==> src/rtl/id_ex_stage.sv <==
// ID/EX pipeline register with load-use hazard detection.
// A flush or a stall loads a zeroed bubble. A stall also holds PC and IF/ID upstream.
module id_ex_stage #(
  parameter int DW    = 32,
  parameter int AW    = 5,
  parameter int CW    = 4,
  parameter int CNT_W = 16
) (
  input  logic             clk,
  input  logic             rst_n,
  input  logic [DW-1:0]    rd1_d,
  input  logic [DW-1:0]    rd2_d,
  input  logic [DW-1:0]    imm_d,
  input  logic [DW-1:0]    pc4_d,
  input  logic [AW-1:0]    rs_d,
  input  logic [AW-1:0]    rt_d,
  input  logic [AW-1:0]    rd_d,
  input  logic             uses_rt_d,
  input  logic             regwrite_d,
  input  logic             memtoreg_d,
  input  logic             memwrite_d,
  input  logic             memread_d,
  input  logic             branch_d,
  input  logic             alusrc_d,
  input  logic             regdst_d,
  input  logic [CW-1:0]    aluctrl_d,
  input  logic             flush_d,
  output logic [DW-1:0]    rd1_e,
  output logic [DW-1:0]    rd2_e,
  output logic [DW-1:0]    imm_e,
  output logic [DW-1:0]    pc4_e,
  output logic [AW-1:0]    rs_e,
  output logic [AW-1:0]    rt_e,
  output logic [AW-1:0]    rd_e,
  output logic             regwrite_e,
  output logic             memtoreg_e,
  output logic             memwrite_e,
  output logic             memread_e,
  output logic             branch_e,
  output logic             alusrc_e,
  output logic             regdst_e,
  output logic [CW-1:0]    aluctrl_e,
  output logic             valid_e,
  output logic             stall,
  output logic [CNT_W-1:0] stall_cnt
);

  logic rs_match;
  logic rt_match;
  logic hazard;
  logic bubble;

  // A load to r0 never produces a dependency, so it can never stall.
  always_comb begin
    rs_match = (rt_e == rs_d);
    rt_match = uses_rt_d & (rt_e == rt_d);
    hazard   = memread_e & valid_e & (rt_e != '0) & (rs_match | rt_match);
    stall    = hazard & ~flush_d;
    bubble   = flush_d | stall;
  end

  always_ff @(posedge clk or negedge rst_n) begin
    if (!rst_n) begin
      rd1_e      <= '0;
      rd2_e      <= '0;
      imm_e      <= '0;
      pc4_e      <= '0;
      rs_e       <= '0;
      rt_e       <= '0;
      rd_e       <= '0;
      regwrite_e <= 1'b0;
      memtoreg_e <= 1'b0;
      memwrite_e <= 1'b0;
      memread_e  <= 1'b0;
      branch_e   <= 1'b0;
      alusrc_e   <= 1'b0;
      regdst_e   <= 1'b0;
      aluctrl_e  <= '0;
      valid_e    <= 1'b0;
    end else if (bubble) begin
      rd1_e      <= '0;
      rd2_e      <= '0;
      imm_e      <= '0;
      pc4_e      <= '0;
      rs_e       <= '0;
      rt_e       <= '0;
      rd_e       <= '0;
      regwrite_e <= 1'b0;
      memtoreg_e <= 1'b0;
      memwrite_e <= 1'b0;
      memread_e  <= 1'b0;
      branch_e   <= 1'b0;
      alusrc_e   <= 1'b0;
      regdst_e   <= 1'b0;
      aluctrl_e  <= '0;
      valid_e    <= 1'b0;
    end else begin
      rd1_e      <= rd1_d;
      rd2_e      <= rd2_d;
      imm_e      <= imm_d;
      pc4_e      <= pc4_d;
      rs_e       <= rs_d;
      rt_e       <= rt_d;
      rd_e       <= rd_d;
      regwrite_e <= regwrite_d;
      memtoreg_e <= memtoreg_d;
      memwrite_e <= memwrite_d;
      memread_e  <= memread_d;
      branch_e   <= branch_d;
      alusrc_e   <= alusrc_d;
      regdst_e   <= regdst_d;
      aluctrl_e  <= aluctrl_d;
      valid_e    <= 1'b1;
    end
  end

  // Saturating stall counter, which holds at all-ones.
  always_ff @(posedge clk or negedge rst_n) begin
    if (!rst_n) begin
      stall_cnt <= '0;
    end else if (stall && (stall_cnt != '1)) begin
      stall_cnt <= stall_cnt + 1'b1;
    end
  end

endmodule

==> config.mk <==
export PLATFORM = sky130hd
export DESIGN_NAME = id_ex_stage
export DESIGN_NICKNAME = d
export VERILOG_FILES = /design/src/rtl/id_ex_stage.sv
export SDC_FILE = /design/constraint.sdc
export NUM_CORES = 1
export LEC_CHECK = 0
export BUFFER_PORTS_ARGS = -buffer_cell sky130_fd_sc_hd__buf_2
export CAP_MARGIN = 10
export CORE_MARGIN = 3
export CORE_UTILIZATION = 41
export CTS_BUF_LIST = sky130_fd_sc_hd__clkbuf_8
export CTS_CLUSTER_SIZE = 12
export DETAILED_ROUTE_END_ITERATION = 10
export PLACE_DENSITY_LB_ADDON = 0.1
export REMOVE_ABC_BUFFERS = 1
export SYNTH_ARGS = -nofsm -noshare
export SYNTH_HDL_FRONTEND = slang
export SYNTH_SLANG_ARGS = --single-unit
==> constraint.sdc <==
create_clock -name clk -period 1.9 [get_ports clk]
set_input_delay 0.19 -clock clk [delete_from_list [all_inputs] [get_ports clk]]
set_output_delay 0.19 -clock clk [all_outputs]
set_load 0.02 [all_outputs]
==> impl_results.md, run 1 <==
- GR Util met2: 43.8%
- Final hold violation count: 0
- Synth unique cells: 30
- Routed vias/inst: 4.71
- Min Tclk post-route: 2.21 ns
- Top cell type's share of synthesized area: 70.9%
- FF+latch count, synth: 171
- Vias in the first global route: 5877
- Post-synthesis mux area share: 0.808%
- Type of the most critical hold path: in2async
- Status: finished with violations
- Clk pin slew, worst setup/hold paths: 0.08 ns
- Sequential share of power: 49.9%
- Final setup vio count: 158
- Synth Warn #: 0
- Worst-skew pair later-pin latency: 0.45 ns
- PortBufs: 329
- VDD IR max: 429 uV
- Reg2Reg Setup Slack: -0.31 ns
- Worst R2R End: rd1_e[29]$_DFF_PN0_
- Global route total overflow: 0
- Final setup margin: -0.306 ns
- Chip height: 127 um
- Clk Tree Root Cell: clkbuf_8
- MaxCap Viol Count: 0
- TritonCTS clock tree: done
- Design Power: 7.75 mW
- Critical Path End Type: flop
- GRT busiest layer: met2
- Drt first-iter violations: 316
- P&R area growth vs syn: 78.4%
- Post-Synth XOR/XNOR Area: 3.19%
- Layout cell share with drive strength beyond 1: 51.4%
- Antenna violations before repair: 2
- Failing checks: setup timing
- Final HPWL DP: 12300 um
- Crit path capture: rd1_e[29]$_DFF_PN0_
- Reg2reg start: rt_e[3]$_DFF_PN0_
- Largest net degree at the start of global routing: 66
- Max H-tree Level: 4
- Post-synthesis compound-gate area fraction: 0.705%
- Fraction of power spent switching nets: 25.8%
- Critical Path Fanout Max: 7
- Tot GR Track Use: 25.4%
- Post-synth EDFFs: 0
- Unrepaired setup endpoints after global routing: yes
- GRT met3 Usage: 7.65%
- Detailed-route via count: 5467
- Cell taking the most area after synthesis: dfrtp_1
- Main synth FF type: dfrtp_1
- Startpoint Class: flop
- Drt drc: 0
- Detail Route Antenna Nets: 0
- Wire per inst: 19.0 um
- Largest family of logic cells by synthesized area: simple AND/OR/NAND/NOR gates
- Tcrit/Tclk final: 116%
- Max Clk Rate: 0.453 GHz
- Total wire length: 22000 um
- Starting density of the core: 42.7%
- Required time worst endpoint: 2.29 ns
- Syn avg cell area: 14.0 um^2
- Worst-margin pin slew: 0.449 ns
- Die ar.: 16200 um^2
- Worst path arrival time: 2.59 ns
- Mapped Cells: 432
- Met1 usage: 28.7%
- Adder-cell share of the synthesized area: 0.207%
- Fin. max-slew vios: 0
- Net switching power figure: 2.00 mW
- Pint: 5.75 mW
- Largest cells by area after synthesis: dfrtp_1, and2_1, xnor2_1
- First-pass GRT wire length: 31400 um
- Place WS: -0.0368 ns
- IO Pins: 330
- Post-synthesis cell area: 6040 um^2
- Post-synthesis simple-gate area fraction: 21.2%
- Final Wtd Congestion: 0.795
- Rel. slew slack: 70.1%
- Cell area power density: 719 nW/um^2
- Sink Count: 171
- Comb power frac: 19.3%
- CTS max path bufs: 2
- Reg2Reg Depth: 8
- Core area: 14100 um^2
- Async set or reset register ratio after synthesis: 100%
- Clock power share: 30.8%
- First drt pass iteration count: 5
- Final #Nets: 1125
- Clk_skew: 0.0112 ns
- Static Leakage: 5.68 nW
- Sum Neg Setup Slack: -35.63 ns
- Setup Crit Path Kind: reg2reg
- Post-synthesis sequential area ratio: 70.9%
- Fill cells: 908
- Critical path origin: rt_e[3]$_DFF_PN0_
- CTS Buf Count: 17
- # rows: 43
- Die Span X: 127 um
## synth_stat cells (2+ instances only)
master and instances:
and2_1 154, or2_2 2, nor3_1 3, nand2_1 8, and3_1 2, xnor2_1 21, clkbuf_1 4, nor4_1 3
nand4_1 7, nand3_1 14, dfrtp_1 171, nand4b_1 2, nor4b_1 4, nor2_1 4, buf_4 6, mux2_2 3
buf_6 11
## cell type report
cell class / instances / area, um^2 / share of cell area (%)
Clock buffer: 21 / 289 / 2.68
Antenna cell: 2 / 5.00 / 0.0465
Sequential cell: 171 / 4280 / 39.7
Timing Repair Buffer: 536 / 4080 / 37.8
Tap cell: 180 / 225 / 2.09
Multi-Input combinational cell: 240 / 1820 / 16.9
Clock inverter: 10 / 77.6 / 0.720
## flip-flops by register name, summed over array words and instances, names as in the netlist, 4 cells and up
register,flops
pc4_e,32
rs_e,5
stall_cnt,16
imm_e,32
aluctrl_e,4
rd1_e,32
rt_e,5
rd2_e,32
rd_e,5
## critical path: stages, from the launching register on
cell,delay (ns)
dfrtp_1,0.40
or4_4,0.55
o211a_4,0.25
buf_4,0.14
a21oi_4,0.22
buf_12,0.17
buf_12,0.14
clkbuf_16,0.15
and2_4,0.14
## worst min path at each step
stage	from	slack (ns)	cells past startpoint	to
global placement	rst_n	0.14	1	stall_cnt[10]$_DFFE_PN0P_
detailed placement	rst_n	0.15	1	stall_cnt[9]$_DFFE_PN0P_
finish	rst_n	0.24	2	stall_cnt[9]$_DFFE_PN0P_
floorplan	rst_n	-0.11	0	aluctrl_e[0]$_DFF_PN0_
CTS	rst_n	0.22	2	stall_cnt[8]$_DFFE_PN0P_
global route	rst_n	0.26	2	stall_cnt[11]$_DFFE_PN0P_
## through the flow
stage	hold WS, ns	std cells	utilization (%)	area (um^2)
global route	0.256	1160	76.1	10800
global placement	0.143	942	56.2	7950
CTS	0.219	1149	73.6	10400
detailed placement	0.148	942	56.2	7950
finish	0.235	1160	76.1	10800
floorplan	-0.106	411	-	5850
## layout by cell type (no fill, tap or decap), drive strengths merged, types with 3 or more instances in the layout
master       count
and3             3
xnor2           21
clkinvlp         3
inv              4
clkbuf          29
buf            373
and2           154
nor4b            4
nand2            8
nand3           14
nand4            7
mux2             4
nor2             5
dlygate4sd3    155
nor3             3
nor4             3
dfrtp          171
## routing by layer
layer | up-vias | wire length (um)
li1 | 2447 | -
met1 | 2714 | 8170
met2 | 252 | 11300
met3 | 54 | 1690
met4 | 0 | 824
met5 | - | 0
## power groups by stage
stage	sequential (mW)	combinational (mW)	clock [mW]
after CTS	3.86	1.35	2.44
after floorplan	4.18	0.174	0
after global routing	3.88	1.59	2.60
after detailed placement	3.93	0.941	0
after global placement	3.93	0.927	0
final	3.87	1.50	2.38
## kinds of logic (layout without fill, tap and decap cells)
family,Yosys count,in the layout
XOR/XNOR,22,22
adder cells (fa/ha/maj),1,1
other,0,2
multiplexers,4,4
buffers and inverters,21,567
AO/OA/AOI/OAI,5,5
AND/OR/NAND/NOR,208,208
flip-flops,171,171
## what timing repair did
item	CTS	global route
hold buffers	155	0
cloned	10	11
resized for setup	28	95
endpoints found under the hold margin	198	0
pin swaps	6	23
buffers inserted	11	5
endpoints found under the setup margin	155	169
(Power assumes the default switching activity.)
==> inputs of run 2 (changes only) <==
--- a/config.mk
+++ b/config.mk
@@ -5,15 +5,17 @@
 export SDC_FILE = /design/constraint.sdc
 export NUM_CORES = 1
 export LEC_CHECK = 0
+export ABC_AREA = 1
 export BUFFER_PORTS_ARGS = -buffer_cell sky130_fd_sc_hd__buf_2
 export CAP_MARGIN = 10
 export CORE_MARGIN = 3
-export CORE_UTILIZATION = 41
+export CORE_UTILIZATION = 42
 export CTS_BUF_LIST = sky130_fd_sc_hd__clkbuf_8
 export CTS_CLUSTER_SIZE = 12
 export DETAILED_ROUTE_END_ITERATION = 10
 export PLACE_DENSITY_LB_ADDON = 0.1
 export REMOVE_ABC_BUFFERS = 1
+export SKIP_CTS_REPAIR_TIMING = 1
 export SYNTH_ARGS = -nofsm -noshare
 export SYNTH_HDL_FRONTEND = slang
 export SYNTH_SLANG_ARGS = --single-unit
==> run 2 against run 1 <==
Global-route usage fell by 5.2 points. Worst hold slack improved by 0.027 ns. Clock power rose by 10%. Clock skew rose by 0.0021 ns. The run now ends clean. Synthesized area rose by 3.6%. Flip-flop and latch count did not move. Non-clock buffer count fell by 39. Critical path type is now reg2out.
==> impl_results.md, run 2 <==
- Rel. slew slack: 66.5% (-3.6 points)
- Worst-skew pair later-pin latency: 0.45 ns (about the same)
- Cell area power density: 759 nW/um^2 (+5.6%)
- Drt first-iter violations: 264 (-16%)
- Design Power: 7.73 mW (-0.25%)
- Crit path buf inv count: 2 (-2)
- VDD IR max: 558 uV (+30%)
- Fin. max-slew vios: 0 (unchanged)
- PortBufs: 329 (unchanged)
- Antenna violations before repair: 1 (-1)
- Clk_skew: 0.0132 ns (+0.00205 ns)
- Detail Route Antenna Nets: 0 (unchanged)
- Die Span X: 128 um (+0.56%)
- Post-synth EDFFs: 0 (unchanged)
- # rows: 43 (unchanged)
- Static Leakage: 6.16 nW (+8.6%)
- First drt pass iteration count: 5 (unchanged)
- Max H-tree Level: 4 (unchanged)
- Chip height: 128 um (+0.56%)
- Critical Path Fanout Max: 5 (-2)
- Drt drc: 0 (unchanged)
- Post-route insts no fill: 1340 (+16%)
- Wire per inst: 14.6 um (-23%)
- Place WS: 0.187 ns (+0.224 ns)
- Main synth FF type: dfrtp_1
- Worst path arrival time: 1.61 ns (-0.98 ns)
- CTS max path bufs: 2 (unchanged)
- Routed vias/inst: 4.27 (-9.4%)
- Vias in the first global route: 4842 (-18%)
- Max Clk Rate: 0.556 GHz (+23%)
- Post-synthesis sequential area ratio: 68.4% (-2.5 points)
- Async set or reset register ratio after synthesis: 100% (unchanged)
- Most common cell in the netlist: dfrtp_1
- Cell taking the most area after synthesis: dfrtp_1
- Synth Warn #: 0 (unchanged)
- Slowest-stage cell, CP: dfrtp_2
- Detailed-route via count: 5720 (+4.6%)
- P&R area growth vs syn: 62.7%
- Required time worst endpoint: 1.71 ns (-0.58 ns)
- Cells after DPL: 1151 (+22%)
- Largest cells by area after synthesis: dfrtp_1, nor2_1, inv_1
- Final hold violation count: 0 (unchanged)
- Setup Crit Path Kind: reg2out
- Tot GR Track Use: 20.2% (-5.2 points)
- Most frequent CP cell: nand2_1
- Final setup vio count: 0 (-100%)
- MaxCap Viol Count: 0 (unchanged)
- TritonCTS clock tree: done
- Type of the most critical hold path: in2async
- Clk pin slew, worst setup/hold paths: 0.09 ns (about the same)
- IO Pins: 330 (unchanged)
- FF+latch count, synth: 171 (unchanged)
- Most common cell after layout, fill and taps aside: buf_2
- Starting density of the core: 44.1% (+1.4 points)
- Post-Route Utilization: 71.7% (-4.5 points)
- Final HPWL DP: 12600 um (+2.5%)
- Crit-path leading delay family: simple AND/OR/NAND/NOR gates
- Final Wtd Congestion: 0.822 (+3.4%)
- Layout cell share with drive strength beyond 1: 33.4% (-18 points)
- Largest net degree at the start of global routing: 53 (-20%)
- Tcrit/Tclk final: 94.7% (-21 points)
- Most frequent cells in the layout: buf_2, dfrtp_1, nor2_1, inv_1, dlygate4sd3_1
- Placed Instance Area: 8180 um^2 (+2.8%)
- Status: completed
- Global route total overflow: 0 (unchanged)
- Final #Nets: 1305 (+16%)
- First-pass GRT wire length: 25300 um (-19%)
- Clk Tree Root Cell: clkbuf_8
- Syn avg cell area: 9.64 um^2 (-31%)
- Startpoint Class: flop
- Final setup margin: 0.101 ns (+0.407 ns)
- Sink Count: 171 (unchanged)
- Min Tclk post-route: 1.80 ns (-0.407 ns)
- CTS Buf Count: 17 (unchanged)
- Die ar.: 16400 um^2 (+1.1%)
- Core area: 14200 um^2 (+0.38%)
- Fill cells: 1042 (+15%)
- Mapped Cells: 649 (+50%)
- Critical Path End Type: output port
- Total wire length: 19500 um (-11%)
- Synth top cells by count: dfrtp_1, nor2_1, inv_1
- Min Hold Slack: 0.262 ns (+0.0270 ns)
- Worst-margin pin slew: 0.503 ns (+0.0543 ns)
- Unrepaired setup endpoints after global routing: yes
- Sum Neg Setup Slack: 0 ns (+35.63 ns)
- Top cell type's share of synthesized area: 68.4% (-2.5 points)
- Post-synthesis cell area: 6260 um^2 (+3.6%)
- Crit-path max cell delay: 0.44 ns (-0.11 ns)
- Synth unique cells: 18 (-40%)
- Finished Cell Area: 10200 um^2 (-5.5%)
- Critical path, cell by cell: nand2_1 -> nand2_1 -> nor2_1 -> nand3_1 -> nand2_4 -> nand3_4 -> inv_2 -> buf_6
[run 2: path summary, 6_finish.rpt]
check / depth (start not counted) / slack, ns / start / endpoint
max in group asynchronous: 3 / 0.97 / rst_n / rd_e[4]$_DFF_PN0_
hold / removal: 2 / 0.26 / rst_n / stall_cnt[11]$_DFFE_PN0P_
min in group clk: 6 / 0.28 / flush_d / stall_cnt[11]$_DFFE_PN0P_
setup / recovery: 8 / 0.10 / rt_e[0]$_DFF_PN0_ / stall
setup reg to reg: 7 / 0.19 / stall_cnt[0]$_DFFE_PN0P_ / stall_cnt[0]$_DFFE_PN0P_
hold reg to reg: 2 / 0.55 / stall_cnt[1]$_DFFE_PN0P_ / stall_cnt[1]$_DFFE_PN0P_
[run 2: report_power, final]
part	switching, mW	leakage, nW	internal [mW]
registers	0.0546	2.22	3.81
logic	0.688	3.73	0.556
clock network	1.26	0.214	1.36
total	2.01	6.16	5.72
[run 2: cell type report]
class,instances,area (um^2),area share (%)
multi-input combinational,290,1250,12.3
sequential,171,4280,42.1
inverter,169,634,6.23
clock buffer,19,262,2.57
antenna,1,2.50,0.0246
timing repair buffer,497,3370,33.1
clock inverter,13,150,1.48
tap,180,225,2.21
[run 2: cells by family after synthesis]
| logic type | after synthesis | share of synthesized area, % |
|---|---|---|
| adder cells (fa/ha/maj) | 1 | 0.200 |
| AND/OR/NAND/NOR | 274 | 17.3 |
| buffers and inverters | 188 | 12.1 |
| flip-flops | 171 | 68.4 |
| XOR/XNOR | 15 | 2.10 |
[run 2: layer usage]
metal | up-vias | routed length (um) | track usage [%]
met3 | 30 | 1530 | 9.42
li1 | 2799 | - | -
met2 | 230 | 10500 | 34.6
met5 | - | 0 | 0
met1 | 2661 | 7080 | 22.4
met4 | 0 | 393 | 5.87
